--- config.mk ---
export PLATFORM = sky130hd
export DESIGN_NAME = time_set_ctrl
export DESIGN_NICKNAME = d
export VERILOG_FILES = /design/src/rtl/time_set_ctrl.sv
export SDC_FILE = /design/constraint.sdc
export NUM_CORES = 1
export LEC_CHECK = 0
export ABC_AREA = 1
export CORE_MARGIN = 2
export CORE_UTILIZATION = 40
export DETAILED_ROUTE_END_ITERATION = 12
export PLACE_DENSITY = 0.67
export SYNTH_ARGS = -nofsm -noshare
export SYNTH_HDL_FRONTEND = slang
export SYNTH_SLANG_ARGS = --single-unit
--- constraint.sdc ---
create_clock -name i_clk -period 2.33 [get_ports i_clk]
set_clock_uncertainty 0.05 [all_clocks]
set_input_delay 0.3495 -clock i_clk [delete_from_list [all_inputs] [get_ports i_clk]]
set_output_delay 0.3495 -clock i_clk [all_outputs]
set_load 0.03 [all_outputs]
--- src/rtl/time_set_ctrl.sv ---
// Front-panel time-setting sequencer: RUN/EDIT mode, field select, inc/dec strobes
// with auto-repeat, edit timeout and blink mask for the selected field.
module time_set_ctrl #(
    parameter int unsigned NUM_FIELDS = 4,
    parameter int unsigned REP_DELAY  = 500,
    parameter int unsigned REP_RATE   = 100,
    parameter int unsigned TIMEOUT    = 10000,
    parameter int unsigned BLINK_HALF = 250
) (
    input  logic       i_clk,
    input  logic       i_reset_n,
    input  logic       i_tick,
    input  logic       i_mode_pulse,
    input  logic       i_next_pulse,
    input  logic       i_prev_pulse,
    input  logic       i_up_lvl,
    input  logic       i_down_lvl,
    output logic       o_run,
    output logic [1:0] o_field,
    output logic [3:0] o_inc_ena,
    output logic [3:0] o_dec_ena,
    output logic [3:0] o_blank,
    output logic       o_sec_clr
);

    localparam int unsigned CW = 14;
    localparam int unsigned FW = 4;

    localparam logic [1:0] S_RUN    = 2'd0;
    localparam logic [1:0] S_EDIT   = 2'd1;
    localparam logic [1:0] S_HOLD   = 2'd2;
    localparam logic [1:0] S_REPEAT = 2'd3;

    localparam logic [CW-1:0] DELAY_C   = CW'(REP_DELAY);
    localparam logic [CW-1:0] RATE_C    = CW'(REP_RATE);
    localparam logic [CW-1:0] TIMEOUT_C = CW'(TIMEOUT);
    localparam logic [CW-1:0] BLINK_C   = CW'(BLINK_HALF);
    localparam logic [1:0]    LAST_FLD  = 2'(NUM_FIELDS - 1);

    logic          mode_q, next_q, prev_q, up_q, down_q, tick_q, up_d, down_d;
    logic [1:0]    state, state_nxt;
    logic          held_up, held_up_nxt;
    logic [CW-1:0] rep_cnt, rep_nxt, to_cnt, to_nxt, blink_cnt, blink_nxt;
    logic          phase, phase_nxt;
    logic [1:0]    field_nxt;
    logic          strobe, strobe_up, blink_clr, sec_clr_nxt;
    logic [FW-1:0] inc_nxt, dec_nxt, blank_nxt;
    logic [CW-1:0] rep_lim;
    logic          up_rise, down_rise, held_lvl, other_lvl, activity;

    assign up_rise   = up_q & ~up_d;
    assign down_rise = down_q & ~down_d;
    assign held_lvl  = held_up ? up_q : down_q;
    assign other_lvl = held_up ? down_q : up_q;
    assign activity  = mode_q | next_q | prev_q | up_rise | down_rise | up_q | down_q;
    assign rep_lim   = (state == S_HOLD) ? DELAY_C : RATE_C;

    // Next-state, counters and next output values
    always_comb begin
        state_nxt   = state;
        held_up_nxt = held_up;
        rep_nxt     = rep_cnt;
        to_nxt      = to_cnt;
        blink_nxt   = blink_cnt;
        phase_nxt   = phase;
        field_nxt   = o_field;
        strobe      = 1'b0;
        strobe_up   = 1'b0;
        blink_clr   = 1'b0;
        sec_clr_nxt = 1'b0;
        inc_nxt     = '0;
        dec_nxt     = '0;
        blank_nxt   = '0;

        case (state)
            S_RUN: begin
                if (mode_q) begin
                    state_nxt = S_EDIT;
                    field_nxt = 2'd0;
                    to_nxt    = '0;
                    blink_clr = 1'b1;
                end
            end
            default: begin
                if (mode_q) begin
                    state_nxt   = S_RUN;
                    sec_clr_nxt = 1'b1;
                end else begin
                    if (next_q ^ prev_q) begin
                        state_nxt = S_EDIT;
                        blink_clr = 1'b1;
                        if (next_q) begin
                            field_nxt = (o_field == LAST_FLD) ? 2'd0 : o_field + 2'd1;
                        end else begin
                            field_nxt = (o_field == 2'd0) ? LAST_FLD : o_field - 2'd1;
                        end
                    end else if (state != S_EDIT) begin
                        if (!held_lvl || other_lvl) begin
                            state_nxt = S_EDIT;
                        end else if (tick_q) begin
                            if (rep_cnt + CW'(1) == rep_lim) begin
                                strobe    = 1'b1;
                                strobe_up = held_up;
                                rep_nxt   = '0;
                                state_nxt = S_REPEAT;
                            end else begin
                                rep_nxt = rep_cnt + CW'(1);
                            end
                        end
                    end else if (up_rise ^ down_rise) begin
                        strobe      = 1'b1;
                        strobe_up   = up_rise;
                        held_up_nxt = up_rise;
                        rep_nxt     = '0;
                        state_nxt   = S_HOLD;
                    end

                    // Inactivity timeout back to RUN
                    if (activity) begin
                        to_nxt = '0;
                    end else if (tick_q) begin
                        if (to_cnt + CW'(1) == TIMEOUT_C) begin
                            state_nxt   = S_RUN;
                            sec_clr_nxt = 1'b1;
                            to_nxt      = '0;
                        end else begin
                            to_nxt = to_cnt + CW'(1);
                        end
                    end

                    if (strobe) begin
                        blink_clr = 1'b1;
                    end
                end
            end
        endcase

        // Blink phase restarts visible on entry, field change and every strobe
        if (blink_clr) begin
            blink_nxt = '0;
            phase_nxt = 1'b0;
        end else if (tick_q && state != S_RUN) begin
            if (blink_cnt + CW'(1) == BLINK_C) begin
                blink_nxt = '0;
                phase_nxt = ~phase;
            end else begin
                blink_nxt = blink_cnt + CW'(1);
            end
        end

        if (strobe && strobe_up) begin
            inc_nxt = FW'(1) << o_field;
        end
        if (strobe && !strobe_up) begin
            dec_nxt = FW'(1) << o_field;
        end
        if (state_nxt != S_RUN && phase_nxt) begin
            blank_nxt = FW'(1) << field_nxt;
        end
    end

    always_ff @(posedge i_clk or negedge i_reset_n) begin
        if (!i_reset_n) begin
            mode_q    <= 1'b0;
            next_q    <= 1'b0;
            prev_q    <= 1'b0;
            up_q      <= 1'b0;
            down_q    <= 1'b0;
            tick_q    <= 1'b0;
            up_d      <= 1'b0;
            down_d    <= 1'b0;
            state     <= S_RUN;
            held_up   <= 1'b0;
            rep_cnt   <= '0;
            to_cnt    <= '0;
            blink_cnt <= '0;
            phase     <= 1'b0;
            o_run     <= 1'b1;
            o_field   <= 2'd0;
            o_inc_ena <= '0;
            o_dec_ena <= '0;
            o_blank   <= '0;
            o_sec_clr <= 1'b0;
        end else begin
            mode_q    <= i_mode_pulse;
            next_q    <= i_next_pulse;
            prev_q    <= i_prev_pulse;
            up_q      <= i_up_lvl;
            down_q    <= i_down_lvl;
            tick_q    <= i_tick;
            up_d      <= up_q;
            down_d    <= down_q;
            state     <= state_nxt;
            held_up   <= held_up_nxt;
            rep_cnt   <= rep_nxt;
            to_cnt    <= to_nxt;
            blink_cnt <= blink_nxt;
            phase     <= phase_nxt;
            o_run     <= (state_nxt == S_RUN);
            o_field   <= field_nxt;
            o_inc_ena <= inc_nxt;
            o_dec_ena <= dec_nxt;
            o_blank   <= blank_nxt;
            o_sec_clr <= sec_clr_nxt;
        end
    end

endmodule

==> run summary <==
Outcome: finished, final reports clean
H-tree depth: 3
Cells after Synth: 490
YS warnings: 0
DRT Pass-1 Iters: 4
Crit path required time: 2550 ps
Achievable frequency: 0.4445 GHz
Ant. Diodes: 0
Max-slew violation count: 0
Critical path launch point type: flop
Cell Rows: 36
Root buffer cell: clkbuf_8
Worst Path Arrival: 2470 ps
Ports: 24
Setup-failing EPs final: 0
Max Cap Viol: 0
Post-synthesis cell type count: 38
RSZ-0062 raised after global routing: yes
Total Power: 3006 uW
Post-DP Area: 4334 um2
Worst vdd ir: 0.0003583 V
PD cells: 635.3 nW/um2
Layout Nets: 557
Hold slack: 386.1 ps
Routed wire length: 8.232 mm
Final instance area: 4732 um2
Number of global-route vias before repair: 3072
Final worst slack: 80.05 ps
Commonest non-fill, non-tap cells in the layout: 111 x nand2_1, 70 x inv_1, 69 x dfrtp_1
#FFs+latches synth: 70
Worst-Margin Slew: 599.2 ps
Layout cell share with drive strength beyond 1: 17.43%
DRT antenna net count: 0
Commonest non-fill, non-tap cell in the layout: nand2_1
CORE AREA: 9594 um2
PortBufs: 23
Via density: 4.926
CTS Buf Count: 9
Fill cells: 889
WL/cell: 12.14 um
Hold Vio Cnt, Final: 0
Clk pin slew, worst setup/hold paths: 80 ps
Fin crit period: 2250 ps
Starting Density: 40.58%
Iter 0 DRT Violations: 189
Area grow syn2layout: 21.53%
Pin count of the biggest net entering global routing: 31
Crit-path max cell delay: 420 ps
DP Wirelength: 5.795 mm
Crit path max-delay cell type: dfrtp_1
Final period util: 96.56%
Global route overflow: 0
GRT Overall Usage: 16.06%
Clk_lat worst skew: 340 ps
Initial antenna violation count: 0
Clock Sinks: 70
GP Congestion: 0.8808
Post-Syn Nets: 507
CTS Buffer Depth: 2
Sequential fraction of the synthesis area: 45.02%
CP Cell Sequence: inv_2 > or2_2 > ha_1 > nor2_2 > nor2_1 > nor2_2 > nand2_2 > a21oi_2 > nand2_2 > a21oi_4 > buf_12 > nand3_2 > o21ai_1
CTS tree: built
Worst rel slew slack: 60.06%
Crit path kind: reg2reg
Pre-CTS setup slack: 24.40 ps
Die area: 10540 um2
Worst hold-check path type: reg2reg
Synth Cell Area: 3894 um2
CP endpoint kind: flop
Synthesized area per cell: 7.946 um2
Die height: 102.7 um
Vias post-DR: 3340
LEAKAGE: 0.002062 uW
Die W: 102.7 um
First-pass GRT wire length: 13.52 mm
# DRC: 0
CP Max Fanout: 10
[cell type report]
class / count / area (um2) / area share (%)
Multi-Input combinational cell: 342 / 1936 / 40.90
Timing Repair Buffer: 45 / 421.7 / 8.911
Sequential cell: 70 / 1753 / 37.04
Tap cell: 133 / 166.4 / 3.517
Inverter: 72 / 270.3 / 5.711
Clock buffer: 9 / 123.9 / 2.618
Clock inverter: 7 / 61.31 / 1.296
[worst max-delay path, delay by kind of cell, from the launching register on]
| family | cells | cell delay, ps |
|---|---|---|
| buffers and inverters | 2 | 190 |
| adder cells (fa/ha/maj) | 1 | 290 |
| flip-flops | 1 | 420 |
| AO/OA/AOI/OAI | 3 | 380 |
| AND/OR/NAND/NOR | 7 | 850 |
[synth_stat cells (all sizes together)]
cell type | instances | area share, %
clkbuf | 4 | 0.39
a21oi | 18 | 3.3
o211ai | 1 | 0.32
ha | 9 | 2.9
xor2 | 19 | 4.3
nand3b | 1 | 0.19
and2 | 1 | 0.22
nand4 | 12 | 2.3
mux2i | 1 | 0.26
inv | 72 | 6.9
dfrtp | 69 | 44
nor4 | 1 | 0.16
nand2 | 123 | 12
buf | 2 | 0.42
o21bai | 2 | 0.39
dfstp | 1 | 0.67
nor2 | 58 | 6.4
a22oi | 2 | 0.39
or2 | 1 | 0.16
o31ai | 1 | 0.19
o21ai | 30 | 4.0
o22ai | 12 | 1.9
a211oi | 1 | 0.19
nand3 | 37 | 5.5
nor3 | 8 | 1.4
a21boi | 4 | 0.77
[routing by layer]
| metal | global-route usage (%) | vias to the layer above | part of all wire, % |
|---|---|---|---|
| li1 | - | 1682 | - |
| met1 | 21.22 | 1586 | 45 |
| met2 | 26.55 | 61 | 51 |
| met4 | 4.513 | 0 | 1.2 |
| met3 | 3.729 | 11 | 3.3 |
| met5 | 0 | - | 0 |
[per-stage QoR]
step	TNS [ps]	std cells	util, %
after CTS	0	667	47.42
after global placement	0	649	45.17
after detailed placement	0	649	45.17
after global routing	-609.9	678	49.32
final	0	678	49.32
after floorplan	0	490	-
[where the power goes]
part	switching, uW	total (uW)	internal, uW
clock	520	928	408
combinational	453	697	244
sequential	75.1	1380	1310
total	1050	3010	1960
[path summary, 6_finish.rpt]
kind	from	to	slack, ps	cells after the start
hold reg to reg	up_q$_DFF_PN0_	up_d$_DFF_PN0_	390	0
hold / removal	up_q$_DFF_PN0_	up_d$_DFF_PN0_	390	0
min in group asynchronous	i_reset_n	blink_cnt[12]$_DFFE_PN0P_	490	2
setup / recovery	down_q$_DFF_PN0_	rep_cnt[2]$_DFFE_PN0P_	80	13
max in group asynchronous	i_reset_n	o_sec_clr$_DFF_PN0_	1100	3
setup reg to reg	down_q$_DFF_PN0_	rep_cnt[2]$_DFFE_PN0P_	80	13
[timing repair]
item,in CTS,in global routing
setup endpoints to repair,1,43
resized for setup,0,32
hold buffers,1,0
hold endpoints to repair,23,0
pin swaps,0,11
setup buffers,1,11
[registers in the layout, indices dropped and copies added, names as in the netlist, 2 cells and up]
name / count
o_inc_ena: 4
o_blank: 4
state: 2
o_field: 2
blink_cnt: 14
to_cnt: 14
o_dec_ena: 4
rep_cnt: 14
[cell families after synthesis]
group,count (synthesis),synth area share (%)
AND/OR/NAND/NOR,242,28.41
buffers and inverters,78,7.744
AO/OA/AOI/OAI,71,11.41
flip-flops,70,45.02
XOR/XNOR,19,4.274
adder cells (fa/ha/maj),9,2.892
multiplexers,1,0.2571
Power figures use the tool's default switching activity.
